===== config.mk =====
export PLATFORM = sky130hd
export DESIGN_NAME = if_pc_stage
export DESIGN_NICKNAME = d
export VERILOG_FILES = /design/src/rtl/if_pc_stage.sv
export SDC_FILE = /design/constraint.sdc
export NUM_CORES = 1
export LEC_CHECK = 0
export ABC_CLOCK_PERIOD_IN_PS = 2350
export CAP_MARGIN = 20
export CORE_ASPECT_RATIO = 1.1
export CORE_MARGIN = 3
export CORE_UTILIZATION = 25
export DETAILED_ROUTE_END_ITERATION = 7
export PLACE_DENSITY = 0.55
export SYNTH_ARGS = -nofsm -noshare
export SYNTH_HDL_FRONTEND = slang
export SYNTH_SLANG_ARGS = --single-unit

===== constraint.sdc =====
create_clock -name clk -period 2.35 [get_ports clk]
set_input_delay 0.47 -clock clk [delete_from_list [all_inputs] [get_ports clk]]
set_output_delay 0.47 -clock clk [all_outputs]
set_load 0.05 [all_outputs]

===== src/rtl/if_pc_stage.sv =====
// Fetch-stage state for the pipelined MIPS core: program counter, IF/ID register,
// exception/eret redirect, end-of-text halt, fetch-address fault tagging and a fetch counter.
module if_pc_stage #(
    parameter logic [31:0] TEXT_STARTADDR = 32'h0000_3000,
    parameter logic [31:0] IM_SIZE        = 32'h0000_1000,
    parameter logic [31:0] EXC_HANDLER    = 32'h0000_4180
) (
    input  logic        clk,
    input  logic        reset,
    input  logic [31:0] npc,
    input  logic [31:0] instr_in,
    input  logic        stall,
    input  logic        exc_req,
    input  logic        eret,
    input  logic [31:0] epc,
    output logic [31:0] pc,
    output logic [31:0] ifid_instr,
    output logic [31:0] ifid_pc,
    output logic [31:0] ifid_pc8,
    output logic        ifid_valid,
    output logic        ifid_adel,
    output logic        halted,
    output logic [31:0] fetch_count
);

    typedef enum logic [0:0] {StRun, StHalt} state_e;

    // One extra bit so a text segment ending at 2^32 still compares correctly.
    localparam logic [32:0] TextEnd = {1'b0, TEXT_STARTADDR} + {1'b0, IM_SIZE};

    state_e      state_q, state_d;
    logic [31:0] pc_q, pc_d;
    logic [31:0] instr_q, instr_d;
    logic [31:0] ifid_pc_q, ifid_pc_d;
    logic        valid_q, valid_d;
    logic        adel_q, adel_d;
    logic [31:0] count_q, count_d;

    logic at_end;
    logic fetch_fault;
    logic redirect;
    logic halt_hold;

    assign at_end      = ({1'b0, pc_q} >= TextEnd);
    assign fetch_fault = (pc_q[1:0] != 2'b00) || (pc_q < TEXT_STARTADDR);
    assign redirect    = exc_req || eret;
    // The edge that detects end-of-text already behaves as a halted edge.
    assign halt_hold   = (state_q == StHalt) || at_end;

    // State register
    always_ff @(posedge clk or negedge reset) begin
        if (!reset) begin
            state_q <= StRun;
        end else begin
            state_q <= state_d;
        end
    end

    // Next-state logic
    always_comb begin
        state_d = state_q;
        if (redirect) begin
            state_d = StRun;
        end else if (state_q == StRun && at_end) begin
            state_d = StHalt;
        end
    end

    // State-decoded outputs
    always_comb begin
        halted = (state_q == StHalt);
    end

    // PC and IF/ID next-state in edge priority order
    always_comb begin
        pc_d      = pc_q;
        instr_d   = instr_q;
        ifid_pc_d = ifid_pc_q;
        valid_d   = valid_q;
        adel_d    = adel_q;
        count_d   = count_q;
        if (redirect) begin
            pc_d      = exc_req ? EXC_HANDLER : epc;
            instr_d   = 32'h0;
            ifid_pc_d = pc_q;
            valid_d   = 1'b0;
            adel_d    = 1'b0;
        end else if (halt_hold) begin
            instr_d = 32'h0;
            valid_d = 1'b0;
            adel_d  = 1'b0;
        end else if (!stall) begin
            pc_d      = npc;
            ifid_pc_d = pc_q;
            valid_d   = 1'b1;
            instr_d   = fetch_fault ? 32'h0 : instr_in;
            adel_d    = fetch_fault;
            if (count_q != 32'hFFFF_FFFF) begin
                count_d = count_q + 32'd1;
            end
        end
    end

    always_ff @(posedge clk or negedge reset) begin
        if (!reset) begin
            pc_q      <= TEXT_STARTADDR;
            instr_q   <= 32'h0;
            ifid_pc_q <= 32'h0;
            valid_q   <= 1'b0;
            adel_q    <= 1'b0;
            count_q   <= 32'h0;
        end else begin
            pc_q      <= pc_d;
            instr_q   <= instr_d;
            ifid_pc_q <= ifid_pc_d;
            valid_q   <= valid_d;
            adel_q    <= adel_d;
            count_q   <= count_d;
        end
    end

    assign pc          = pc_q;
    assign ifid_instr  = instr_q;
    assign ifid_pc     = ifid_pc_q;
    assign ifid_pc8    = ifid_pc_q + 32'd8;
    assign ifid_valid  = valid_q;
    assign ifid_adel   = adel_q;
    assign fetch_count = count_q;

endmodule


==> run metrics, run 1 <==
outcome=finished, violations left; failing checks=negative hold slack, negative setup slack; Reg-to-Reg End=ifid_instr[0]$_DFFE_PN0P_; CORE AREA=25,600 sq um; syn_nets=695; most frequent cells in the layout=clkdlybuf4s50_1, dfrtp_1, buf_4; vias in the first global route=6,012; # port buffers=263; Root Driver=clkbuf_16; number of placed instances, taps included=~1,200; Worst-Margin Slew=592 ps; max-slew violations=0; r2r startpoint=pc[28]$_DFFE_PN0P_; Peak VDD IR=418 uV; Sw Share=31.3%; layout cell share with drive strength beyond 1=30.0%; Post-Route WL=21,900 microns; synth warn=0; hold crit path type=input pin to asynchronous set/reset pin; drt pass-1 iters=4; Flop pwr share=35.0%; htree depth=4; final setup violation count=20; total gr overflow=0; sequential share of the synthesized area=49.5%; clk_skew=12.6 ps; Setup CP Type=flip-flop to primary output; Gate power share=26.8%; Vias=~5,700; Bufs on Longest Clock Path=2; Row Count=61; worst path cell trace=ha_4 > nand4_1 > nor3_4 > nand3_4 > nor3_4 > xor2_4 > buf_12; final worst-path setup slack=-266 ps; Worst Reg-to-Reg Cells=6; vias per std cell=approximately 4.5; Post-DP Area=10,700 sq um; chip width=between 150 and 200 microns; Worst Setup EP=ifid_pc8[31]; IO Count=264; GP Congestion=a little over 0.8; area leader, netlist=dfrtp_1; Leakage=0.00469 uW; Initial DRC Count=~220; total track usage=15.4%; TritonCTS Sinks=131; CP peak stage delay=400 ps; final std cells w/o fill=1,273; ant diodes=0; clk_lat worst skew=410 ps; slowest stage cell, crit path=dfrtp_2; Hold Slack=-12.6 ps; PwrDens=618 nW/um^2; Period Utilization, post-route=111%; min cycle time layout=2620 ps; Routed WL per cell=17.2 microns; top cell type's share of synthesized area=around 49%; final hold viol count=2; FMAX=about 0.38 GHz; critical path capture point type=primary output; Internal=4900 uW; Residual DRC=0; commonest non-fill, non-tap cell in the layout=clkdlybuf4s50_1; Syn Std Cell Area=6630 sq um; CTS tree=built; clock-pin slew on the worst setup and hold paths=around 60 ps; worst path required time=1880 ps; Worst EP arrival=2150 ps; CTS buffer count=17; clock share of power=a little under two fifths; top post-synthesis cells by area=dfrtp_1, xnor2_1, mux2_2, nor2_4, mux2i_1; Worst path most repeated cell=nor3_4; post-layout util=around 45%; Post-Place Setup Slack=-77.7 ps; Routed Antenna Nets=0; first-pass GRT wire length=34,500 microns; Netlist cell types=44; Post-CTS Hold Fix Bufs=0; Psw=roughly 2200 uW; r2r setup slk=110 ps; post-route cell area=11,500 sq um; Max Cap Viol=0; Starting Density=between 20% and 30%; initial antenna violation count=0; Critical path origin=ifid_pc[3]$_DFFE_PN0P_; synthesized instance count=592; Rel. slew slack=~60%; Power Total=around 7000 uW; unrepaired setup endpoints after global routing=yes; Worst setup SP type=flip-flop; maximum fanout along the worst path=5; largest net degree at the start of global routing=52; Mean Syn Cell Area=11.2 sq um; P&R area growth vs syn=74.3%; Die Span Y=between 150 and 200 microns; flip-flop and latch count after synthesis=between 100 and 150; Post-DP HPWL=16,600 microns; Die ar.=28,500 sq um; fin nets=1,017
kinds of logic after synthesis:
family,Yosys count,share of synthesized area [%]
compound gates,74,8.33
fa+ha+maj,2,0.378
xor+xnor,58,7.67
buf+inv,49,3.93
flops,131,49.5
mux,62,9.99
simple gates,216,20.2
final cells by class:
cell class / count / area [sq um]
Fill cell: 2465 / 14100
Timing Repair Buffer: 344 / 3610
Multi-Input combinational cell: 412 / 3570
Sequential cell: 131 / 3300
Clock buffer: 20 / 447
Tap cell: 346 / 433
Clock inverter: 12 / 156
Inverter: 8 / 30.0
state kept, by name, summed over array words and instances (netlist names):
name and flops:
pc 32, halted 1, ifid_pc 32, ifid_adel 1, ifid_valid 1, ifid_instr 32, fetch_count 32
critical path: cells and delay by family, from the launching register on:
family,cells,cell delay [ps]
XOR/XNOR,1,180
adder cells (fa/ha/maj),1,140
buffers and inverters,1,150
flip-flops,1,400
AND/OR/NAND/NOR,4,860
cell usage after synthesis (all sizes together):
master / n
nand2: 48
a41oi: 1
a22oi: 32
dfstp: 2
nor3b: 1
or4b: 1
a221oi: 1
nor2: 48
nand3: 30
nor4b: 2
xnor2: 46
and2: 8
mux2: 33
nand4: 27
mux2i: 29
or4: 2
nand4b: 1
a211oi: 4
clkbuf: 25
nor4: 7
and4: 5
ha: 2
o21ai: 3
o31ai: 29
dfrtp: 129
xor2: 12
buf: 16
a31oi: 1
or3: 2
inv: 8
and3: 20
or2: 2
nor3: 8
nor2b: 4
a21oi: 2
a2111oi: 1
layer usage:
layer,part of all wire (%),global-route usage (%),vias to the layer above
met3,5.6,3.93,22
met2,49,25.4,159
met1,44,20.2,2763
met4,1.5,4.30,0
li1,-,-,2776
met5,0,0,-
how the worst min path moves through the flow:
stage                                        to  slack [ps]  cells after the start
floorplan            fetch_count[0]$_DFFE_PN0P_         170                      0
detailed placement  fetch_count[22]$_DFFE_PN0P_         460                      1
global placement    fetch_count[21]$_DFFE_PN0P_         460                      1
CTS                 fetch_count[22]$_DFFE_PN0P_           2                      1
finish              fetch_count[22]$_DFFE_PN0P_         -10                      1
global route        fetch_count[22]$_DFFE_PN0P_          10                      1
per-stage QoR:
step                      hold slack (ps)  setup TNS, ps
final                               -12.6          -3740
after global routing                 14.8          -6210
after CTS                            2.21          -4010
after detailed placement              459           -897
after global placement                455          -1780
after floorplan                       174          -1870
power groups by stage:
stage	Sequential [uW]	Combinational, uW	Clock [uW]
after floorplan	2940	562	0
after global placement	2540	1890	0
after detailed placement	2540	1900	0
after CTS	2500	1940	2810
after global routing	2520	2010	2920
final	2500	1910	2720
timing repair:
action	in CTS	in global routing
cloned	0	1
endpoints found under the setup margin	22	76
gates resized for setup	26	11
buffers inserted	6	3
endpoints found under the hold margin	0	0
pin swaps	12	8
(Power assumes the default switching activity.)
==> run 2: changes to the inputs <==
CORE_ASPECT_RATIO = default   (was 1.1)
GPL_ROUTABILITY_DRIVEN = 0   (was default)
==> run 2 against run 1 <==
Against the previous run:
- the run ends with negative setup slack left
- die area about the same
- global-route usage about the same
- flip-flop and latch count unchanged
- design area down 0.77%
- clock skew down 2.3 ps
==> run metrics, run 2 (synthesis results as in run 1) <==
P&R area growth vs syn=73.0% (was 74.3%); Routed Antenna Nets=0 (unchanged); fin nets=1,013 (was 1,017); vias per std cell=4.59 (was 4.49); Worst setup SP type=flip-flop (unchanged); Psw=2240 uW (about the same); Worst EP arrival=2180 ps (was 2150 ps); failing checks=negative setup slack (was negative hold slack, negative setup slack); CORE AREA=25,600 sq um (about the same); CTS buffer count=17 (unchanged); Starting Density=25.9% (was 25.8%); Post-Route WL=22,000 microns (was 21,900 microns); Bufs on Longest Clock Path=2 (unchanged); max-slew violations=0 (unchanged); chip width=169 microns (was 161 microns); total track usage=15.4% (about the same); Post-DP HPWL=16,900 microns (was 16,600 microns); Initial DRC Count=273 (was 222); IO Count=264 (unchanged); Hold Slack=400 ps (was -12.6 ps); Period Utilization, post-route=113% (was 111%); critical path capture point type=primary output (unchanged); total gr overflow=0 (unchanged); r2r setup slk=100 ps (was 110 ps); htree depth=4 (unchanged); Peak VDD IR=445 uV (was 418 uV); Vias=5,751 (was 5,720); worst path required time=1880 ps (about the same); Fillers=2,470 (was 2,465); Sw Share=30.9% (was 31.3%); final setup violation count=20 (unchanged); Gate power share=26.4% (was 26.8%); final std cells w/o fill=1,252 (was 1,273); Post-Place Setup Slack=-89.6 ps (was -77.7 ps); Root Driver=clkbuf_16 (unchanged); final hold viol count=0 (was 2); Die Span Y=169 microns (was 177 microns); maximum fanout along the worst path=4 (was 5); final worst-path setup slack=-295 ps (was -266 ps); unrepaired setup endpoints after global routing=yes (unchanged); largest net degree at the start of global routing=43 (was 52); commonest non-fill, non-tap cell in the layout=clkdlybuf4s50_1 (unchanged); drt pass-1 iters=4 (unchanged); first-pass GRT wire length=34,500 microns (about the same); layout cell share with drive strength beyond 1=29.4% (was 30.0%); # port buffers=263 (unchanged); Routed WL per cell=17.6 microns (was 17.2 microns); Rel. slew slack=61.3% (was 60.4%); Power Total=7240 uW (was 7140 uW); Worst-Margin Slew=579 ps (was 592 ps); clock share of power=39.1% (was 38.2%); ant diodes=0 (unchanged); initial antenna violation count=0 (unchanged); Die ar.=28,500 sq um (about the same); hold crit path type=input pin to flip-flop (was input pin to asynchronous set/reset pin); CTS tree=built (unchanged); Leakage=0.00467 uW (was 0.00469 uW); Setup CP Type=flip-flop to primary output (unchanged); Internal=5000 uW (was 4900 uW); outcome=finished, violations left (unchanged); TritonCTS Sinks=131 (unchanged); vias in the first global route=5,832 (was 6,012); number of placed instances, taps included=1,209 (was 1,232); most frequent cells in the layout=clkdlybuf4s50_1, dfrtp_1, buf_4 (unchanged); FMAX=0.378 GHz (was 0.382 GHz); Row Count=58 (was 61); min cycle time layout=2650 ps (was 2620 ps); Residual DRC=0 (unchanged); Flop pwr share=34.6% (was 35.0%); Max Cap Viol=0 (unchanged); clock-pin slew on the worst setup and hold paths=60 ps (about the same); PwrDens=631 nW/um^2 (was 618 nW/um^2); clk_skew=10.3 ps (was 12.6 ps); clk_lat worst skew=410 ps (about the same)
## run 2: cell count changes in the layout (fill, tap and decap cells not counted), sizes merged
cell and delta:
buf -2, bufinv +1, dlymetal6s2s +1, clkbuf -2
dlygate4sd3 +1, clkdlybuf4s50 -2, clkinvlp +2, clkinv -3
dlygate4sd2 -1
## run 2: layout make-up
| type | instances | area (sq um) | share of cell area [%] |
|---|---|---|---|
| Timing Repair Buffer | 340 | 3550 | 31.0 |
| Multi-Input combinational cell | 412 | 3540 | 30.9 |
| Sequential cell | 131 | 3300 | 28.8 |
| Clock buffer | 19 | 443 | 3.87 |
| Tap cell | 330 | 413 | 3.60 |
| Clock inverter | 12 | 183 | 1.59 |
| Inverter | 8 | 30.0 | 0.262 |
## run 2: stage by stage
stage	util [%]	area, sq um	TNS (ps)
2_1_floorplan	-	6960	-1870
3_3_place_gp	41.3	10600	-415
3_5_place_dp	41.3	10600	-1180
4_1_cts	44.3	11300	-5070
5_1_grt	44.7	11500	-6080
6_report	44.7	11500	-3680
## run 2: power groups by stage
| stage | clock network, uW | registers (uW) | logic [uW] |
|---|---|---|---|
| after floorplan | 0 | 2940 | 562 |
| after global placement | 0 | 2540 | 1890 |
| after detailed placement | 0 | 2540 | 1900 |
| after CTS | 2920 | 2500 | 1920 |
| after global routing | 3020 | 2520 | 2000 |
| final | 2830 | 2500 | 1910 |
## run 2: worst paths after layout
| check | startpoint | cells after the start | end |
|---|---|---|---|
| worst max-delay path | ifid_pc[11]$_DFFE_PN0P_ | 8 | ifid_pc8[29] |
| worst min-delay path | eret | 3 | halted$_DFFE_PN0P_ |
| worst max register to register | pc[5]$_DFFE_PN0P_ | 7 | ifid_pc[24]$_DFFE_PN0P_ |
| worst min register to register | fetch_count[29]$_DFFE_PN0P_ | 1 | fetch_count[29]$_DFFE_PN0P_ |
| max in group asynchronous | reset | 3 | ifid_pc[23]$_DFFE_PN0P_ |
| min in group asynchronous | reset | 2 | fetch_count[22]$_DFFE_PN0P_ |
## run 2: worst max-delay path: stages (launching register included)
cell	delay [ps]
dfrtp_2	350
nand4_1	160
buf_4	190
nor3_4	290
nand3_4	160
buf_6	150
nor2_4	120
xor2_4	170
buf_12	150
## run 2: timing repair
item / CTS / global route
hold buffers: 1 / 0
pin swaps: 13 / 19
endpoints found under the setup margin: 22 / 63
endpoints found under the hold margin: 34 / 0
resized for setup: 12 / 19
setup buffers: 8 / 5
## run 2: routing by layer
metal	track usage, %	wire [microns]	up-vias
met1	20.2	9450	2792
met2	25.5	10900	173
li1	-	-	2769
met5	0	0	-
met3	4.41	1440	17
met4	3.20	266	0
==> run 3: changes to the inputs <==
CAP_MARGIN = 15   (was 20)
==> results of run 3 <==
Final layout, timing and power as in run 2 (identical DEF).
==> variant 1 (config.mk and constraints of run 2) <==
Put one more register stage on the output `fetch_count`, with the module's reset. The value now appears one clock later. The other outputs are not delayed to match.
--- a/src/rtl/if_pc_stage.sv
+++ b/src/rtl/if_pc_stage.sv
@@ -125,7 +125,13 @@
     assign ifid_pc8    = ifid_pc_q + 32'd8;
     assign ifid_valid  = valid_q;
     assign ifid_adel   = adel_q;
-    assign fetch_count = count_q;
+    always_ff @(posedge clk or negedge reset) begin
+        if (!reset) begin
+            fetch_count <= '0;
+        end else begin
+            fetch_count <= count_q;
+        end
+    end
 
 endmodule
 
Behaviour: not the same (Yosys sat finds a counterexample within 4 cycles, from zero or initial values and one cycle with reset low).
==> variant 1 against run 2 <==
The flow still finishes with violations (negative setup slack); area after synthesis is 5.0% higher; sequential cell count is 32 higher; wire length is 6.0% higher; design area is 12% higher; final cell count is 5.6% higher; synthesized cell count is 4.2% lower; setup slack worse by 0.11 ns; combinational power is 10% higher; power is 9.9% higher; first-iteration DRC count is 9.9% lower; critical endpoint is now ifid_pc8[30].
==> variant 1: results <==
[setup_path]
crit_path_start = "ifid_pc[9]"
rr_startpoint = "pc[30]"
crit_fanout = 4
slowest_delay_ns = 0.41
cpMaxStageDelayCell = "or3_4"
critical-path-top-delay-family = "simple AND/OR/NAND/NOR gates"
arrival_ns = 2.29

[drt]
drtIter0Drc = 246
via_per_inst = 4.48
dr_wl_met2_um = 11200
met1_length_um = 10500
dr_wl_met3_um = 1400
top_layer = "met5"
detail_route.first_pass.iterations = 7
wl_um = 23300

[synthesis]
postSynth.topFlopCell = "dfrtp_1"
yosysMostFrequentCell = "dfrtp_1"
ys_top_cells_by_area = "dfrtp_1 58%, xnor2_1 5.3%, a32o_1 4.6%"
ys_seq_area_frac = 0.587
synthTopCellsByCount = "161 x dfrtp_1, 53 x nand2_1, 42 x xnor2_1"
ys_types = 37
syn_nets = 670

[clocking]
root_buffer = "clkbuf_16"
insertion_delay_ns = 0.42
cts_hold_buf = 1
postCtsResizedCells = 54
cts_setup_buffers = 12

[global_route]
antenna_found_initial = 1
grt_use_met1 = 0.200
grt_use_met3 = 0.0448
first_global_vias = 6207
grt_max_degree = 53
gr-total-overflow = 0
grtUsageTotal = 0.152
grt_pass1_wl_um = 36400
grtUsageMet2 = 0.249

[timing]
fin_tns_setup_ns = -3.74
finalSetupViolations = 19
fin_worst_skew_ns = 0.0134
fin_ws_ns = -0.409
worst_pin_slew_ns = 0.584

[pwr]
vdd_drop_max_v = 0.000427
leakagePower_nw = 5.60

[run_status]
outcome = "finished, violations left"
violations = "negative setup slack"

[layout]
final_nets = 1040
diodes = 0
num-fill-cells = 2544
drive_gt1_frac = 0.321

[worst_hold_path]
hold_start = "count_q[22]"
min_path_type = "flop to flop"

[placement]
post-dp-hpwl_um = 16700
variant 1: cell count changes after synthesis, moves of 9 or more:
cell | run 2 | this run
clkbuf_1 | 25 | 16
nand3_1 | 30 | 19
dfrtp_1 | 129 | 161
a22oi_1 | 32 | 0
a32o_1 | 0 | 32
nor2_4 | 30 | 0
variant 1: logic make-up after synthesis:
family / synth area share
AO/OA/AOI/OAI: 0.0898
XOR/XNOR: 0.0730
adder cells (fa/ha/maj): 0.00360
buffers and inverters: 0.0308
flip-flops: 0.587
multiplexers: 0.0966
AND/OR/NAND/NOR: 0.119
variant 1: metrics by stage:
step                utilization  setup slack [ns]  cell area (sq um)  total power [mW]  std cells
floorplan                     -            -0.226               7240              4.04        567
global placement          0.411            -0.128              11200              5.01       1252
detailed placement        0.411            -0.116              11200              5.02       1252
CTS                       0.448            -0.444              12200              7.93       1298
global route              0.471            -0.516              12800              8.28       1322
finish                    0.471            -0.409              12800              7.95       1322
variant 1: power breakdown:
group          total, mW  internal (mW)  leakage (nW)  switching, mW
sequential          3.03           2.92          2.16          0.110
combinational       2.11          0.958          3.15           1.15
clock               2.81           1.45         0.294           1.36
total               7.95           5.33          5.60           2.62
variant 1: path summary, 6_finish.rpt:
path	endpoint	slack, ns	depth (start not counted)
hold / removal	fetch_count[22]	0.42	0
setup reg to reg	pc[0]	-0.02	9
setup / recovery	ifid_pc8[30]	-0.41	7
min in group asynchronous	fetch_count[12]	0.56	2
max in group asynchronous	ifid_instr[7]	1.10	3
hold reg to reg	fetch_count[22]	0.42	0
variant 1: cell type report:
class,count,share of cell area
clock inverters,15,0.0144
inverters,10,0.00293
clock buffers,17,0.0332
well taps,372,0.0364
flip-flops and latches,163,0.321
multi-input cells,358,0.265
repair buffers,387,0.327
==> variant 2 (config.mk and constraints of run 2) <==
Without the edit above. `IM_SIZE`: 32'h0000_1000 -> 32'h00000800.
--- a/src/rtl/if_pc_stage.sv
+++ b/src/rtl/if_pc_stage.sv
@@ -2,7 +2,7 @@
 // exception/eret redirect, end-of-text halt, fetch-address fault tagging and a fetch counter.
 module if_pc_stage #(
     parameter logic [31:0] TEXT_STARTADDR = 32'h0000_3000,
-    parameter logic [31:0] IM_SIZE        = 32'h0000_1000,
+    parameter logic [31:0] IM_SIZE        = 32'h00000800,
     parameter logic [31:0] EXC_HANDLER    = 32'h0000_4180
 ) (
     input  logic        clk,
Check against the original RTL: not equivalent (a bounded check fails within 4 cycles, from zero or initial values and one cycle with reset low).
==> variant 2 against run 2 <==
The flow still finishes with violations (negative setup slack); wire length fell by 1.7%; setup slack improved by 0.022 ns; non-clock buffer count fell by 12; critical path type unchanged; power fell by 6.2%; sequential cell count did not move; critical endpoint is now ifid_pc8[27]; design area fell by 4.6%; area after synthesis fell by 9.0%; synthesized cell count fell by 10%; highest routed layer unchanged.
==> variant 2: results <==
[run_status]
outcome = "finished, violations left"
violations = "negative setup slack"

[drt]
wl_um = 21600

[synthesis]
ys_top_cells_by_area = "dfrtp_1 54%, xnor2_1 6.5%, mux2_1 5.6%"
synthTopCellsByCount = "129 x dfrtp_1, 45 x xnor2_1, 44 x nor2_1"
synth_adder_area_share = 0.00415
synth.area.mux_share = 0.0849
ys_seq_area_frac = 0.544
ys_types = 38

[clocking]
postCtsResizedCells = 30
cts_setup_buffers = 4

[global_route]
grt_max_degree = 57
grtUsageTotal = 0.165
first_global_vias = 5551

[timing]
fin_worst_skew_ns = 0.0114
fin_ws_ns = -0.273
slew_headroom = 0.596
finalSetupViolations = 18

[layout]
postLayoutCoreUtil = 0.463
final_nets = 953
drive_gt1_frac = 0.241
num-fill-cells = 2202

[placement]
post-dp-hpwl_um = 16200
post_dp_cell_area_sq_mm = 0.00995

[setup_path]
crit_fanout = 2

[pwr]
leakagePower_nw = 4.55
-- variant 2: final cells by class --
class | count | area share
timing repair buffer | 328 | 0.316
sequential | 131 | 0.302
clock inverter | 12 | 0.0165
clock buffer | 20 | 0.0418
tap | 319 | 0.0365
multi-input combinational | 365 | 0.284
inverter | 7 | 0.00240
-- variant 2: stage by stage --
step	power [mW]	setup TNS, ns	worst slack [ns]	instances
5_1_grt	7.07	-4.63	-0.395	1182
2_1_floorplan	3.21	-1.26	-0.207	531
4_1_cts	6.86	-3.32	-0.349	1178
3_5_place_dp	3.97	-0.0555	-0.0208	1142
3_3_place_gp	3.96	0	0.00219	1142
6_report	6.79	-2.91	-0.273	1182
-- variant 2: worst paths after layout --
check                                   start         endpoint  depth (start not counted)  slack, ns
worst max-delay path               ifid_pc[3]     ifid_pc8[27]                          8      -0.27
worst min register to register  ifid_instr[9]    ifid_instr[9]                          1       0.50
min in group clk                ifid_instr[9]    ifid_instr[9]                          1       0.50
max in group asynchronous               reset           pc[13]                          3       1.26
worst min-delay path                    reset  fetch_count[12]                          2       0.49
worst max register to register         pc[31]            pc[2]                          7       0.17
-- variant 2: metal layers --
| metal | global-route usage | share of wire | vias to the layer above | wire [um] |
|---|---|---|---|---|
| met3 | 0.0446 | 0.053 | 13 | 1140 |
| met4 | 0.0344 | 0.0079 | 0 | 170 |
| met2 | 0.268 | 0.49 | 154 | 10500 |
| li1 | - | - | 2577 | - |
| met5 | 0 | 0 | - | 0 |
| met1 | 0.222 | 0.45 | 2693 | 9790 |
-- variant 2: where the power goes --
group          internal [mW]  total [mW]  switching (mW)
clock                   1.83        2.84            1.01
combinational          0.645        1.50           0.854
sequential              2.35        2.45          0.0990
